==> config.mk <==
export PLATFORM = sky130hd
export DESIGN_NAME = ir_fetch_unit
export DESIGN_NICKNAME = d
export VERILOG_FILES = /design/src/rtl/sisc_pkg.sv /design/src/rtl/ir_fetch_unit_stat_reg.sv /design/src/rtl/ir_fetch_unit.sv
export SDC_FILE = /design/constraint.sdc
export NUM_CORES = 1
export LEC_CHECK = 0
export BUFFER_PORTS_ARGS = -buffer_cell sky130_fd_sc_hd__buf_2
export CORE_MARGIN = 10
export CORE_UTILIZATION = 40
export DETAILED_ROUTE_END_ITERATION = 12
export PLACE_DENSITY_LB_ADDON = 0.25
export SYNTH_ARGS = -nofsm -noshare
export SYNTH_HDL_FRONTEND = slang
export SYNTH_SLANG_ARGS = --single-unit
==> constraint.sdc <==
create_clock -name clk -period 3.1 [get_ports clk]
set_input_delay 0.62 -clock clk [delete_from_list [all_inputs] [get_ports clk]]
set_output_delay 0.62 -clock clk [all_outputs]
set_load 0.005 [all_outputs]
==> src/rtl/sisc_pkg.sv <==
// Shared SISC definitions: opcodes, IR field map,
// status bit indices and the fetch FSM state type.
package sisc_pkg;

  localparam logic [3:0] NOOP   = 4'd0;
  localparam logic [3:0] LOD    = 4'd1;
  localparam logic [3:0] STR    = 4'd2;
  localparam logic [3:0] SWP    = 4'd3;
  localparam logic [3:0] BRA    = 4'd4;
  localparam logic [3:0] BRR    = 4'd5;
  localparam logic [3:0] BNE    = 4'd6;
  localparam logic [3:0] BNR    = 4'd7;
  localparam logic [3:0] ALU_OP = 4'd8;
  localparam logic [3:0] HLT    = 4'd15;

  localparam logic [3:0] AM_IMM = 4'd8;

  localparam int OPC_HI = 31;
  localparam int OPC_LO = 28;
  localparam int MM_HI  = 27;
  localparam int MM_LO  = 24;
  localparam int RD_HI  = 23;
  localparam int RD_LO  = 20;
  localparam int RS_HI  = 19;
  localparam int RS_LO  = 16;
  localparam int RT_HI  = 15;
  localparam int RT_LO  = 12;
  localparam int IMM_HI = 15;
  localparam int IMM_LO = 0;

  localparam int ST_C = 3;
  localparam int ST_V = 2;
  localparam int ST_N = 1;
  localparam int ST_Z = 0;

  localparam logic [31:0] IR_RST = 32'h0000_0000;

  typedef enum logic {
    S_IDLE,
    S_REQ
  } fetch_state_e;

endpackage

==> src/rtl/ir_fetch_unit_stat_reg.sv <==
// 4-bit {C,V,N,Z} status register with write enable.
// Written by the ALU, read by branch logic.
module stat_reg
  import sisc_pkg::*;
(
  input  logic       clk,
  input  logic       rst_f,
  input  logic       en,
  input  logic [3:0] d,
  output logic [3:0] q
);

  logic [3:0] stat_d;
  logic [3:0] stat_q;

  // load new flags when enabled, otherwise hold
  always_comb begin
    stat_d = stat_q;
    if (en) stat_d = d;
  end

  // status flop
  always_ff @(posedge clk or negedge rst_f) begin
    if (!rst_f) stat_q <= '0;
    else        stat_q <= stat_d;
  end

  assign q = stat_q;

endmodule

==> src/rtl/ir_fetch_unit.sv <==
// Instruction fetch: req/ack fetch FSM with timeout,
// instruction register, field decode and status reg.
module ir_fetch_unit
  import sisc_pkg::*;
#(
  parameter int PC_W    = 16,
  parameter int TIMEOUT = 8
) (
  input  logic            clk,
  input  logic            rst_f,
  input  logic            ir_load,
  input  logic [PC_W-1:0] pc_in,
  output logic            im_req,
  output logic [PC_W-1:0] im_addr,
  input  logic            im_ack,
  input  logic [31:0]     im_rdata,
  output logic            busy,
  output logic            ir_valid,
  output logic            fetch_err,
  output logic [3:0]      opcode,
  output logic [3:0]      mm,
  output logic [3:0]      rd,
  output logic [3:0]      rs,
  output logic [3:0]      rt,
  output logic [15:0]     imm,
  output logic [PC_W-1:0] br_addr,
  input  logic [3:0]      stat_in,
  input  logic            stat_en,
  output logic [3:0]      stat
);

  localparam int CW = $clog2(TIMEOUT);
  localparam logic [CW-1:0] CNT_MAX = CW'(TIMEOUT - 1);

  fetch_state_e    state_d, state_q;
  logic [31:0]     ir_d, ir_q;
  logic            req_d, req_q;
  logic [PC_W-1:0] addr_d, addr_q;
  logic [CW-1:0]   cnt_d, cnt_q;
  logic            vld_d, vld_q;
  logic            err_d, err_q;

  // next-state: accept a load, wait for ack or give up
  always_comb begin
    state_d = state_q;
    ir_d    = ir_q;
    req_d   = req_q;
    addr_d  = addr_q;
    cnt_d   = cnt_q;
    vld_d   = 1'b0;
    err_d   = err_q;
    unique case (state_q)
      S_IDLE: begin
        if (ir_load) begin
          addr_d  = pc_in;
          req_d   = 1'b1;
          cnt_d   = '0;
          state_d = S_REQ;
        end
      end
      S_REQ: begin
        if (im_ack) begin
          ir_d    = im_rdata;
          req_d   = 1'b0;
          vld_d   = 1'b1;
          state_d = S_IDLE;
        end else if (cnt_q == CNT_MAX) begin
          ir_d    = IR_RST;
          err_d   = 1'b1;
          req_d   = 1'b0;
          vld_d   = 1'b1;
          state_d = S_IDLE;
        end else begin
          cnt_d = cnt_q + 1'b1;
        end
      end
    endcase
  end

  // fetch state, IR and handshake flops
  always_ff @(posedge clk or negedge rst_f) begin
    if (!rst_f) begin
      state_q <= S_IDLE;
      ir_q    <= IR_RST;
      req_q   <= 1'b0;
      addr_q  <= '0;
      cnt_q   <= '0;
      vld_q   <= 1'b0;
      err_q   <= 1'b0;
    end else begin
      state_q <= state_d;
      ir_q    <= ir_d;
      req_q   <= req_d;
      addr_q  <= addr_d;
      cnt_q   <= cnt_d;
      vld_q   <= vld_d;
      err_q   <= err_d;
    end
  end

  assign im_req    = req_q;
  assign im_addr   = addr_q;
  assign busy      = (state_q == S_REQ);
  assign ir_valid  = vld_q;
  assign fetch_err = err_q;

  assign opcode = ir_q[OPC_HI:OPC_LO];
  assign mm     = ir_q[MM_HI:MM_LO];
  assign rd     = ir_q[RD_HI:RD_LO];
  assign rs     = ir_q[RS_HI:RS_LO];
  assign rt     = ir_q[RT_HI:RT_LO];
  assign imm    = ir_q[IMM_HI:IMM_LO];

  if (PC_W > 16) begin : g_br_wide
    assign br_addr = {{(PC_W-16){1'b0}}, ir_q[15:0]};
  end else begin : g_br_narrow
    assign br_addr = ir_q[PC_W-1:0];
  end

  stat_reg u_stat (
    .clk   (clk),
    .rst_f (rst_f),
    .en    (stat_en),
    .d     (stat_in),
    .q     (stat)
  );

endmodule
==> impl_metrics.env <==
export IMPL_dr_pass1_iters=4
export IMPL_cts_htree_levels=3
export IMPL_crit_path_start_kind="register"
export IMPL_hold_path_class="in2async"
export IMPL_grt_first_pass_wirelength_mm=9.60
export IMPL_std_cell_rows=28
export IMPL_synth_cell_types=24
export IMPL_cts_sinks=59
export IMPL_cts_tree="yes"
export IMPL_post_route_period_util_pct=60.6
export IMPL_port_buffers=132
export IMPL_max_cap_violations=0
export IMPL_utilization_pct=53.4
export IMPL_fmax_mhz=533
export IMPL_r2r_start="busy"
export IMPL_grt_max_degree=60
export IMPL_numCtsBuffers=9
export IMPL_grt_usage_pct=12.3
export IMPL_path_clk_slew_ns=0.06
export IMPL_synth_ff_type="dfrtp_1"
export IMPL_cellPowerDensity_nw_per_um2=704
export IMPL_ant_nets=0
export IMPL_slowest_delay_ns=0.62
export IMPL_start_util_pct=41.0
export IMPL_synthTopCellsByArea="dfrtp_1, a22o_1, buf_4, mux2_4, mux2_2"
export IMPL_grt_setup_unrepaired="false"
export IMPL_insertion_delay_ns=0.32
export IMPL_syn_area_per_cell_sq_um=14.8
export IMPL_drv_slew=0
export IMPL_tightest_slew_ns=0.737
export IMPL_whs_ns=0.419
export IMPL_postCtsHoldBufs=0
export IMPL_post_synth_top_count_cell="dfrtp_1"
export IMPL_synth_top_area_cell="dfrtp_1"
export IMPL_drc=0
export IMPL_drt_iter0_markers=40
export IMPL_worstSetupPathType="reg2reg"
export IMPL_grt_overflow=0
export IMPL_avgRoutedWirePerCell_microns=16.8
export IMPL_p_leak_nw=1.69
export IMPL_fin_crit_ns=1.88
export IMPL_synth_warnings=0
export IMPL_vdd_drop_max_mv=0.305
export IMPL_crit_required_ns=3.31
export IMPL_synth_edf_count=0
export IMPL_hold_viol=0
export IMPL_cp_end_kind="register"
export IMPL_cp_max_fo=16
export IMPL_worstPathCellList="nor2b_2 -> buf_4 -> mux2_4"
export IMPL_core_area_sq_um=5890
export IMPL_relSlewSlack_pct=50.8
export IMPL_antenna_cells=0
export IMPL_routed_wl_mm=6.05
export IMPL_yosys_area_top_type_share_pct=61.2
export IMPL_cts_buffer_depth=2
export IMPL_synth_ff_latch_count=59
export IMPL_io_pins=133
export IMPL_fin_nets=339
export IMPL_vias=1726
export IMPL_syn_nets=222
export IMPL_tns_ns=0
export IMPL_grt_pass1_vias=1810
export IMPL_chipHeight_microns=97.7
export IMPL_multi_input_area_sq_um=707
export IMPL_setup_violations=0
export IMPL_viasPerCell=4.79
export IMPL_ys_top_cells_by_count="dfrtp_1, a22o_1, buf_4, mux2_2, mux2_4"
export IMPL_cts_setup_buffers=0
export IMPL_cts_resized=0
export IMPL_syn2layout_area_growth_pct=30.3
export IMPL_clock_skew_ns=0.00915
export IMPL_cp_arrival_ns=2.09
export IMPL_die_x_microns=97.7
export IMPL_cts_root_buf="clkbuf_8"
export IMPL_die_area_sq_um=9540
export IMPL_async_flop_share_pct=100
export IMPL_nFillCells=517
export IMPL_slowest_stage="nor2b_2"
export IMPL_synthCells=163
export IMPL_ys_seq_area_share_pct=61.2
export IMPL_startpoint="busy"
export IMPL_dp_hpwl_mm=4.44
export IMPL_status="finished, final reports clean"
export IMPL_final_layout_size_suffix_gt1_share_pct=60.0
export IMPL_synth_area_sq_um=2410
export IMPL_place_gp_congestion=0.774
export IMPL_antenna_found_initial=0
export IMPL_register_area_sq_um=1480
## sequential cells by signal, summed over array words and instances (netlist names)
signal / count
busy: 1
u_stat.q: 4
im_req: 1
ir_valid: 1
fetch_err: 1
im_addr: 16
ir_q: 32
cnt_q: 3
## final cells by class
class,instances,area share (%)
clock buffer,14,5.17
tap,75,2.98
multi-input combinational,73,22.5
inverter,1,0.119
sequential,59,47.0
clock inverter,2,0.318
timing repair buffer,136,22.0
## path summary, 6_finish.rpt
kind | end | slack, ns | depth (start not counted)
max | im_addr[11] | 1.22 | 3
min | im_addr[10] | 0.42 | 2
max reg2reg | im_addr[11] | 1.22 | 3
min reg2reg | fetch_err | 0.47 | 1
max in group asynchronous | ir_q[28] | 2.16 | 2
min in group clk | fetch_err | 0.47 | 1
## critical path, delay by kind of cell (launching register included)
family,cells,cell delay (ns)
buffers and inverters,1,0.28
DFF,1,0.55
and+or+nand+nor,1,0.62
muxes,1,0.31
## cell families after synthesis
family | count (synthesis) | synth area share (%)
buffers and inverters | 31 | 9.64
multiplexers | 20 | 10.7
AO/OA/AOI/OAI | 41 | 15.0
flip-flops | 59 | 61.2
AND/OR/NAND/NOR | 10 | 2.44
adder cells (fa/ha/maj) | 2 | 1.04
## power by group
part | internal (mW) | total, mW | switching [mW]
registers | 0.938 | 1.04 | 0.107
logic | 0.327 | 0.559 | 0.232
clock network | 0.332 | 0.610 | 0.278
## cell usage in the layout (no fill, tap or decap), drive strengths merged
| cell | netlist | routed |
|---|---|---|
| buf | 30 | 136 |
| dfrtp | 59 | 59 |
| a22o | 32 | 32 |
| mux2 | 20 | 20 |
| clkbuf | 0 | 14 |
| nor2 | 2 | 2 |
| nor3b | 2 | 2 |
| o211a | 2 | 2 |
| a311o | 2 | 2 |
| nand2 | 2 | 2 |
| ha | 2 | 2 |
| clkinv | 0 | 2 |
| o21ai | 1 | 1 |
| inv | 1 | 1 |
| nor2b | 1 | 1 |
| a21o | 1 | 1 |
| nand2b | 1 | 1 |
| or4b | 1 | 1 |
| o221ai | 1 | 1 |
| and2 | 1 | 1 |
| o2bb2ai | 1 | 1 |
| o21bai | 1 | 1 |
## metal layers
| layer | up-vias | share of wire (%) | global-route usage, % |
|---|---|---|---|
| met1 | 810 | 43 | 14.7 |
| met2 | 92 | 43 | 17.3 |
| li1 | 815 | - | - |
| met3 | 9 | 12 | 7.33 |
| met5 | - | 0 | 0 |
| met4 | 0 | 1.3 | 5.70 |
## per-stage QoR
stage | total power, mW | std cells | setup WS, ns | instance area, sq um
global route | 2.35 | 360 | 1.09 | 3140
floorplan | 1.39 | 163 | 1.64 | 2410
finish | 2.21 | 360 | 1.22 | 3140
global placement | 1.62 | 344 | 1.04 | 2970
CTS | 2.26 | 360 | 1.20 | 3140
detailed placement | 1.63 | 344 | 1.02 | 2970
Power figures use the tool's default switching activity.
